<file path="config.mk">
export PLATFORM = sky130hd
export DESIGN_NAME = scc_wave_core
export DESIGN_NICKNAME = d
export VERILOG_FILES = /design/src/rtl/scc_pkg.sv /design/src/rtl/scc_channel_counter.sv /design/src/rtl/scc_wave_core.sv
export SDC_FILE = /design/constraint.sdc
export NUM_CORES = 2
export LEC_CHECK = 0
export BUFFER_PORTS_ARGS = -buffer_cell sky130_fd_sc_hd__buf_2
export CORE_UTILIZATION = 50
export CTS_BUF_LIST = sky130_fd_sc_hd__clkbuf_16
export DETAILED_ROUTE_END_ITERATION = 10
export PLACE_DENSITY = 0.65
export SYNTH_ARGS = -nofsm -noshare
export SYNTH_HDL_FRONTEND = slang
export SYNTH_SLANG_ARGS = --single-unit
</file>
<file path="constraint.sdc">
create_clock -name clk -period 19.7 [get_ports clk]
set_clock_uncertainty 0.15 [all_clocks]
set_input_delay 1.97 -clock clk [delete_from_list [all_inputs] [get_ports clk]]
set_output_delay 1.97 -clock clk [all_outputs]
set_load 0.1 [all_outputs]
</file>
<file path="src/rtl/scc_pkg.sv">
// SCC wave engine shared constants, register-map offsets and mixer state type.
// Latency: n/a (declarations only).
// Backpressure: n/a; the engine has no flow control.
package scc_pkg;

  localparam int SCC_CHANNELS   = 5;
  localparam int SCC_WAVE_LEN   = 32;
  localparam int SCC_MIN_PERIOD = 9;

  // Register-map offsets inside the SCC window
  localparam logic [7:0] WAVE_END      = 8'h7F;
  localparam logic [7:0] FREQ_BASE     = 8'h80;
  localparam logic [7:0] VOL_BASE      = 8'h8A;
  localparam logic [7:0] MASK_ADDR     = 8'h8F;
  localparam logic [7:0] CH5_READ_BASE = 8'hA0;

  // Mixer walks one channel per clk between sound clock enables
  typedef enum logic [2:0] {
    MIX_IDLE,
    MIX_ACC0,
    MIX_ACC1,
    MIX_ACC2,
    MIX_ACC3,
    MIX_ACC4,
    MIX_OUT
  } scc_mix_state_t;

endpackage

</file>
<file path="src/rtl/scc_channel_counter.sv">
// One channel's period down-counter and 5-bit wave pointer.
// Latency: pointer/counter update on the clk where ce or load is high.
// Backpressure: none; a period load overrides a coincident ce tick.
module scc_channel_counter
  import scc_pkg::*;
#(
  parameter int MIN_PERIOD = SCC_MIN_PERIOD
) (
  input  logic        clk,
  input  logic        reset,
  input  logic        ce,
  input  logic        load,
  input  logic [11:0] load_val,
  input  logic [11:0] period,
  output logic [4:0]  ptr
);

  logic [11:0] cnt;

  // Reload on period write, otherwise step the counter on each sound clock enable
  always_ff @(posedge clk) begin
    if (reset) begin
      cnt <= '0;
      ptr <= '0;
    end else if (load) begin
      cnt <= load_val;
    end else if (ce) begin
      if (period < 12'(MIN_PERIOD)) begin
        cnt <= cnt;
      end else if (cnt == 12'd0) begin
        cnt <= period;
        ptr <= ptr + 5'd1;
      end else begin
        cnt <= cnt - 12'd1;
      end
    end
  end

endmodule

</file>
<file path="src/rtl/scc_wave_core.sv">
// Konami SCC engine: 5 wavetable channels, register file, wave RAM and serial mixer.
// Latency: sound updates 7 clk after the clk carrying ce; dout is combinational from addr.
// Backpressure: none; ce arriving while the mixer is busy only ticks the channels.
module scc_wave_core
  import scc_pkg::*;
#(
  parameter int MIN_PERIOD = SCC_MIN_PERIOD
) (
  input  logic        clk,
  input  logic        reset,
  input  logic        ce,
  input  logic [7:0]  addr,
  input  logic [7:0]  din,
  input  logic        wr,
  output logic [7:0]  dout,
  output logic [15:0] sound
);

  logic [7:0] wave_ram [0:4*SCC_WAVE_LEN-1];

  logic [SCC_CHANNELS-1:0][11:0] period_q;
  logic [SCC_CHANNELS-1:0][3:0]  vol_q;
  logic [SCC_CHANNELS-1:0]       mask_q;
  logic [SCC_CHANNELS-1:0]       load;
  logic [SCC_CHANNELS-1:0][11:0] load_val;
  logic [SCC_CHANNELS-1:0][4:0]  ptr;

  logic       reg_wr;
  logic [3:0] reg_idx;

  scc_mix_state_t     mix_state;
  logic signed [14:0] acc;
  logic [2:0]         mix_ch;
  logic               mix_active;
  logic [1:0]         mix_tbl;
  logic [7:0]         mix_sample;
  logic signed [12:0] mix_prod;
  logic signed [12:0] mix_term;

  // 0x80-0x9F is the control block, addr[4] is a don't-care mirror bit
  assign reg_wr  = wr && (addr[7:5] == FREQ_BASE[7:5]);
  assign reg_idx = addr[3:0];

  // Assemble the full 12-bit period a lo/hi write would produce for each channel
  always_comb begin
    for (int n = 0; n < SCC_CHANNELS; n++) begin
      load[n] = reg_wr && (reg_idx[3:1] == 3'(n));
      if (reg_idx[0]) begin
        load_val[n] = {din[3:0], period_q[n][7:0]};
      end else begin
        load_val[n] = {period_q[n][11:8], din};
      end
    end
  end

  // Control register file: periods, volumes and channel enable mask
  always_ff @(posedge clk) begin
    if (reset) begin
      period_q <= '0;
      vol_q    <= '0;
      mask_q   <= '0;
    end else begin
      for (int n = 0; n < SCC_CHANNELS; n++) begin
        if (load[n]) period_q[n] <= load_val[n];
      end
      if (reg_wr) begin
        case (reg_idx)
          VOL_BASE[3:0] + 4'd0: vol_q[0] <= din[3:0];
          VOL_BASE[3:0] + 4'd1: vol_q[1] <= din[3:0];
          VOL_BASE[3:0] + 4'd2: vol_q[2] <= din[3:0];
          VOL_BASE[3:0] + 4'd3: vol_q[3] <= din[3:0];
          VOL_BASE[3:0] + 4'd4: vol_q[4] <= din[3:0];
          MASK_ADDR[3:0]:       mask_q   <= din[4:0];
          default: ;
        endcase
      end
    end
  end

  // Wave RAM write port; contents deliberately survive reset
  always_ff @(posedge clk) begin
    if (wr && (addr <= WAVE_END)) wave_ram[addr[6:0]] <= din;
  end

  // Read mux: wave RAM directly, 0xA0-0xBF aliases the shared ch3/ch4 table
  always_comb begin
    dout = 8'hFF;
    if (addr <= WAVE_END) begin
      dout = wave_ram[addr[6:0]];
    end else if (addr[7:5] == CH5_READ_BASE[7:5]) begin
      dout = wave_ram[{2'b11, addr[4:0]}];
    end
  end

  genvar g;
  generate
    for (g = 0; g < SCC_CHANNELS; g++) begin : g_ch
      scc_channel_counter #(.MIN_PERIOD(MIN_PERIOD)) u_cnt (
        .clk      (clk),
        .reset    (reset),
        .ce       (ce),
        .load     (load[g]),
        .load_val (load_val[g]),
        .period   (period_q[g]),
        .ptr      (ptr[g])
      );
    end
  endgenerate

  // Select the channel the mixer is visiting this clk
  always_comb begin
    mix_ch     = 3'd0;
    mix_active = 1'b1;
    case (mix_state)
      MIX_ACC0: mix_ch = 3'd0;
      MIX_ACC1: mix_ch = 3'd1;
      MIX_ACC2: mix_ch = 3'd2;
      MIX_ACC3: mix_ch = 3'd3;
      MIX_ACC4: mix_ch = 3'd4;
      default:  mix_active = 1'b0;
    endcase
  end

  // Single shared multiplier: signed sample times unsigned volume, gated by the mask
  always_comb begin
    mix_tbl    = (mix_ch == 3'd4) ? 2'd3 : mix_ch[1:0];
    mix_sample = wave_ram[{mix_tbl, ptr[mix_ch]}];
    mix_prod   = $signed(mix_sample) * $signed({1'b0, vol_q[mix_ch]});
    mix_term   = (mix_active && mask_q[mix_ch]) ? mix_prod : 13'sd0;
  end

  // Mixer FSM: clear on ce, accumulate five channels, then register the sum
  always_ff @(posedge clk) begin
    if (reset) begin
      mix_state <= MIX_IDLE;
      acc       <= '0;
      sound     <= '0;
    end else begin
      case (mix_state)
        MIX_IDLE: begin
          if (ce) begin
            acc       <= '0;
            mix_state <= MIX_ACC0;
          end
        end
        MIX_ACC0: begin
          acc       <= acc + 15'(mix_term);
          mix_state <= MIX_ACC1;
        end
        MIX_ACC1: begin
          acc       <= acc + 15'(mix_term);
          mix_state <= MIX_ACC2;
        end
        MIX_ACC2: begin
          acc       <= acc + 15'(mix_term);
          mix_state <= MIX_ACC3;
        end
        MIX_ACC3: begin
          acc       <= acc + 15'(mix_term);
          mix_state <= MIX_ACC4;
        end
        MIX_ACC4: begin
          acc       <= acc + 15'(mix_term);
          mix_state <= MIX_OUT;
        end
        MIX_OUT: begin
          sound     <= {acc[14], acc};
          mix_state <= MIX_IDLE;
        end
        default: mix_state <= MIX_IDLE;
      endcase
    end
  end

endmodule

</file>
======== Word level (Yosys, flattened, before mapping) ========
Memory sizes are Yosys's and may differ from the RTL's.
Cells that the tools add are included.
word-level totals
  register bits after elaboration ......... 203
  memory bits (writable) .................. 1,024
  input bits .............................. 20
  output and inout port bits .............. 24
  memories kept ........................... 1
memories
  name      depth  width  read ports  clocked after Yosys merged registers in  write ports  RTL line             RTL
  wave_ram  128    8      3           0                                        1            scc_wave_core.sv:19  logic [7:0] wave_ram [0:4*SCC_WAVE_LEN-1];
cells by class
  add/subtract/negate cells ............... 11
  multipliers ............................. 1
  $lt $le $gt $ge ......................... 7
  equality and inequality tests ........... 25
  muxes and demuxes ....................... 43
  bitwise logic cells ..................... 10
  reductions and logical operators ........ 39
operator list
  operator               number
  $mux 12                25
  $logic_not 12->1       5
  $lt 12x4->1 const B    5
  $sub 12x1->12 const B  5
  $pmux 15 s2            1
  $add 5x1->5 const B    5
  $eq 4x4->1 const B     6
  $reduce_and 2->1       12
  $eq 3x3->1 const B     7
  $reduce_and 4->1       5
  $pmux 3 s6             1
  $mux 8                 2
  $add 15x13->15         1
  $bmux 5 s3             1
  $mux 15                1
  $mul 8x5->13           1
  $mux 13                1
  $bmux 4 s3             1
  $eq 3x2->1 const B     4
  $pmux 3 s4             1
  $reduce_bool 2->1      6
  $ne 2x1->1 const B     5
  $not 1->1              10
  $le 8x7->1 const B     1
  12 further kinds       24

======== Logic depth before layout (Yosys ltp) ========
An unclocked memory read counts as a cell.
  word-level depth ........................ 9
  mapped depth ............................ 47

======== Hierarchy ========
From an unflattened synthesis, not the netlist that was laid out.
second synthesis, totals
  cells, all modules ...................... 5,410
  area total of the unflattened synthesis .. 63,314.5 um^2
modules (own cells, without submodules)
  module               times used  cells each  area an instance (um^2)
  scc_wave_core        1           4,640       57,052.2
  scc_channel_counter  5           154         1,252.5

======== Least setup slack after synthesis ========
Ideal clock, no wire load.
  kind .................................... input to output
  start point ............................. in addr[1]
  end point ............................... out dout[2]
  arrival ................................. 6.348 ns
  required time ........................... 17.580 ns
  path slack .............................. 11.232 ns
  stages on the path ...................... 10
  cell sequence ........................... buf_2 > clkbuf_1 > clkbuf_1 > clkbuf_1 > mux4_2 > mux4_2 > mux2i_1 > o32ai_1 > a211oi_1 > o21ai_0
on the way
  cells in the longest elaborated chain, start to end .. 3
  elaborated cells on any way between the ends .. 4
  those cells by class .................... 1 x order compare; 2 x mux; 1 x memory
ends and longest elaborated chain
  what             RTL line             RTL
  start, declared  scc_wave_core.sv:12  input logic [7:0] addr,
  $mem_v2 128x8    --
  $mux 8           scc_wave_core.sv:90  end else if (addr[7:5] == CH5_READ_BASE[7:5]) begin
  $mux 8 (*)       scc_wave_core.sv:88  if (addr <= WAVE_END) begin
  end, declared    scc_wave_core.sv:15  output logic [7:0] dout,
Every way passes the cells marked *; elsewhere a longest branch is shown, timed or not.

======== Final worst setup path ========
  start point ............................. reg mix_state[0]
  end point ............................... reg acc[14]
on the way
  cells in the longest elaborated chain, start to end .. 9
  elaborated cells on any way between the ends .. 26
  those cells by class .................... 1 x add/sub; 1 x mul; 7 x eq/ne; 11 x mux; 5 x reduce/logical; 1 x memory
ends and longest elaborated chain
  what                                                           RTL line                                    RTL
  start, declared                                                scc_wave_core.sv:31                         scc_mix_state_t mix_state;
  start signal, assigned                                         scc_wave_core.sv:135                        mix_state <= MIX_IDLE;
  start signal, assigned                                         scc_wave_core.sv:143                        mix_state <= MIX_ACC0;
  start signal, assigned                                         scc_wave_core.sv:148                        mix_state <= MIX_ACC1;
  $eq 3x3->1 / $eq 3x2->1 (equally long branches)                scc_wave_core.sv:114, scc_wave_core.sv:139
  $pmux 3 s4                                                     scc_wave_core.sv:114                        case (mix_state)
  $bmux 5 s3 / $eq 3x3->1 (equally long branches)                scc_wave_core.sv:127, scc_wave_core.sv:126
  $mux 5 (implied by the code) / $mux 2 (equally long branches)  scc_wave_core.sv:127, scc_wave_core.sv:126
  $mem_v2 128x8                                                  --
  $mul 8x5->13                                                   scc_wave_core.sv:128                        mix_prod = $signed(mix_sample) * $signed({1'b0, vol_q[mix_ch]});
  $mux 13                                                        scc_wave_core.sv:129                        mix_term = (mix_active && mask_q[mix_ch]) ? mix_prod : 13'sd0;
  $add 15x13->15                                                 --
  $pmux 15 s2                                                    scc_wave_core.sv:139                        case (mix_state)
  end signal, assigned                                           scc_wave_core.sv:147                        acc <= acc + 15'(mix_term);
  end signal, assigned                                           scc_wave_core.sv:151                        acc <= acc + 15'(mix_term);
  end signal, assigned                                           scc_wave_core.sv:155                        acc <= acc + 15'(mix_term);
  end, declared                                                  scc_wave_core.sv:32                         logic signed [14:0] acc;
Parallel ways exist; a longest one is shown, timed or not. The select of a mux whose other input is x is not followed.
A chain may end at the register's enable or synchronous reset.

==> results.toml <==
[global_route]
grt_start_max_net_pins = 162
grt_antenna_before_repair = 6
grt_usage = 0.2959
grt_overflow = 0
grt_first_pass_wirelength_um = 279300
grt_pass1_vias = 43200

[floorplan]
fp.dieH_um = 354.3
fp.dieArea_um2 = 125500
initial_core_util = 0.5066
ios = 44
fp.coreArea_um2 = 122500
std_cell_rows = 128
fp.dieW_um = 354.3

[clock_network]
cts_max_path_buffers = 3
cts.clk_slew.worst_paths_ns = 0.06
htree_levels = 4
post_cts_resized = 0
cts_buffers = 134
postCtsSetupBuffers = 0
cts_tree = "yes"
numClockSinks = 1227
postCtsHoldBufs = 0
cts_root_buf = "clkbuf_16"
clock_latency_ns = 0.76

[timing]
setup_viol = 0
hold_slack_ns = 0.3068
final.setup.tns_ns = 0
tightest_slew_ns = 1.440
rsz0062_at_grt = "false"
post-route-min-period_ns = 11.54
drv_slew = 0
period_share = 0.5860
max_clock_freq_mhz = 86.63
slew_headroom = 0.03673
hold_viol_final = 0

[yosys]
yosysSeqAreaShare = 0.5609
synth_async_sr_flop_share = 0
syn_inst = 5325
ys_ff_latch = 1227
synth.area.top_cells = "edfxtp_1 (50%), mux4_2 (12%), nand2_1 (7.3%), dfxtp_1 (6.5%), nand3_1 (3.1%)"
syn-num-nets = 5415
synth_cell_types = 89
synth.avg_cell_area_um2 = 11.66
synth_top_area_share = 0.4954
synth_ff_type = "edfxtp_1"
yosysTopAreaCell = "edfxtp_1"
syn-cell-area_um2 = 62060
synth_enable_flop_cells = 1024
synth_commonest_cells = "nand2_1 (1,209), edfxtp_1 (1,024), nand3_1 (381)"
ys.warnings.count = 0
synth.most_common_cell = "nand2_1"

[critical_path]
crit_path_start_kind = "register"
cp_max_fo = 157
cp.required_ns = 20.18
cp_top_family = "compound AO/OA/AOI/OAI gates"
cp-end-kind = "register"
arrival_ns = 12.03
cpMaxStageDelayCell = "dfxtp_1"
path_buf_inv = 5
max_stage_delay_ns = 0.97
path_class = "reg2reg"

[route]
drc = 0
post_drt_wl_per_cell_um = 27.28
drtAntennaViolNets = 0
drtIter0Drc = 6677
drt_wl_total_um = 188200
drt-pass1-iter-count = 6
viasPerCell = 6.614
vias = 45630

[placed_design]
hpwlAfterDp_um = 114100
io_buffers = 43
gp_congestion = 0.8878

[final_layout]
drive_above_1_share = 0.1331
diodes = 0
area_growth_pct = 9.154
final_nets = 5258
final_util = 0.5530

[status]
outcome = "finished clean"

[power_and_ir_drop]
ir_drop_mv = 0.09480
p_leak_nw = 22.97
power.density_nw_per_um2 = 88.50

[worst_hold_path]
min_path_type = "reg2reg"

[run]
cap_viol_max_count = 0
where the power goes:
part,switching [W],internal [W]
clock,0.00105,0.00151
combinational,0.000428,0.000189
sequential,0.00000676,0.00282
total,0.00148,0.00451
per-stage QoR:
| step | instances | cell area [µm²] | worst slack, ns | power [W] |
|---|---|---|---|---|
| global route | 6898 | 67750 | 7.381 | 0.006140 |
| finish | 6898 | 67750 | 8.157 | 0.005996 |
| global placement | 6657 | 63310 | 8.698 | 0.003475 |
| detailed placement | 6657 | 63310 | 8.453 | 0.003479 |
| CTS | 6898 | 67740 | 8.422 | 0.006003 |
| floorplan | 5325 | 62060 | 11.23 | 0.003257 |
state kept, by name, indices dropped and copies added (netlist names):
name	count
wave_ram	1024
g_ch.u_cnt.cnt	60
period_q	60
g_ch.u_cnt.ptr	25
vol_q	20
acc	15
sound	15
mask_q	5
mix_state	3
path summary, 6_finish.rpt:
check	to	slack [ns]	start	cells after the start
max reg2reg	acc[14]$_SDFFE_PP0P_	8.16	mix_state[0]$_SDFFE_PP0P_	36
min reg2reg	sound[7]$_SDFFE_PP0N_	0.31	sound[7]$_SDFFE_PP0N_	2
min	sound[7]$_SDFFE_PP0N_	0.31	sound[7]$_SDFFE_PP0N_	2
max	acc[14]$_SDFFE_PP0P_	8.16	mix_state[0]$_SDFFE_PP0P_	36
placed cells by master (no fill, tap or decap), types with 23 or more instances in the layout:
cell type,n
clkinv_1,28
and3_1,108
nor2_1,330
a211oi_1,69
nand2b_1,26
edfxtp_1,1024
ha_1,52
mux2i_1,89
inv_1,103
buf_4,86
nand2_1,1206
a311oi_1,189
nand4_1,32
dfxtp_1,203
nand3_1,381
clkbuf_16,140
o21ai_0,89
xor2_1,23
a31oi_1,36
a21oi_1,200
mux4_2,325
and2_1,32
buf_2,30
nor3_1,86
kinds of logic after synthesis:
logic type / count (synthesis) / share of synthesized area
AND/OR/NAND/NOR: 2286 / 0.1594
flip-flops: 1227 / 0.5609
AO/OA/AOI/OAI: 772 / 0.08784
buffers and inverters: 498 / 0.03437
multiplexers: 429 / 0.1351
adder cells (fa/ha/maj): 70 / 0.01629
XOR/XNOR: 43 / 0.006068
cell type report:
class                   instances  area, µm²
clock buffers                 140       3503
clock inverters               101      933.4
fillers                     10170      54770
inverters                      79      301.5
multi-input cells            3600      25180
flip-flops and latches       1227      34810
well taps                    1625       2033
repair buffers                126      977.2
layer usage:
metal / vias to the layer above / part of all wire / global-route usage
li1: 19770 / - / -
met1: 22730 / 0.39 / 0.4097
met2: 2638 / 0.46 / 0.4580
met3: 479 / 0.11 / 0.06514
met4: 10 / 0.039 / 0.1116
met5: - / 0.00037 / 0
worst register-to-register path: cells and delay by family (launching register included):
kind            cells  cell delay (ns)
compound gates     13             3.64
fa+ha+maj           5             1.83
buf+inv             5             1.76
flops               1             0.97
mux                 2             0.38
simple gates       11             2.72
No activity file was read; power rests on OpenSTA's default activity.
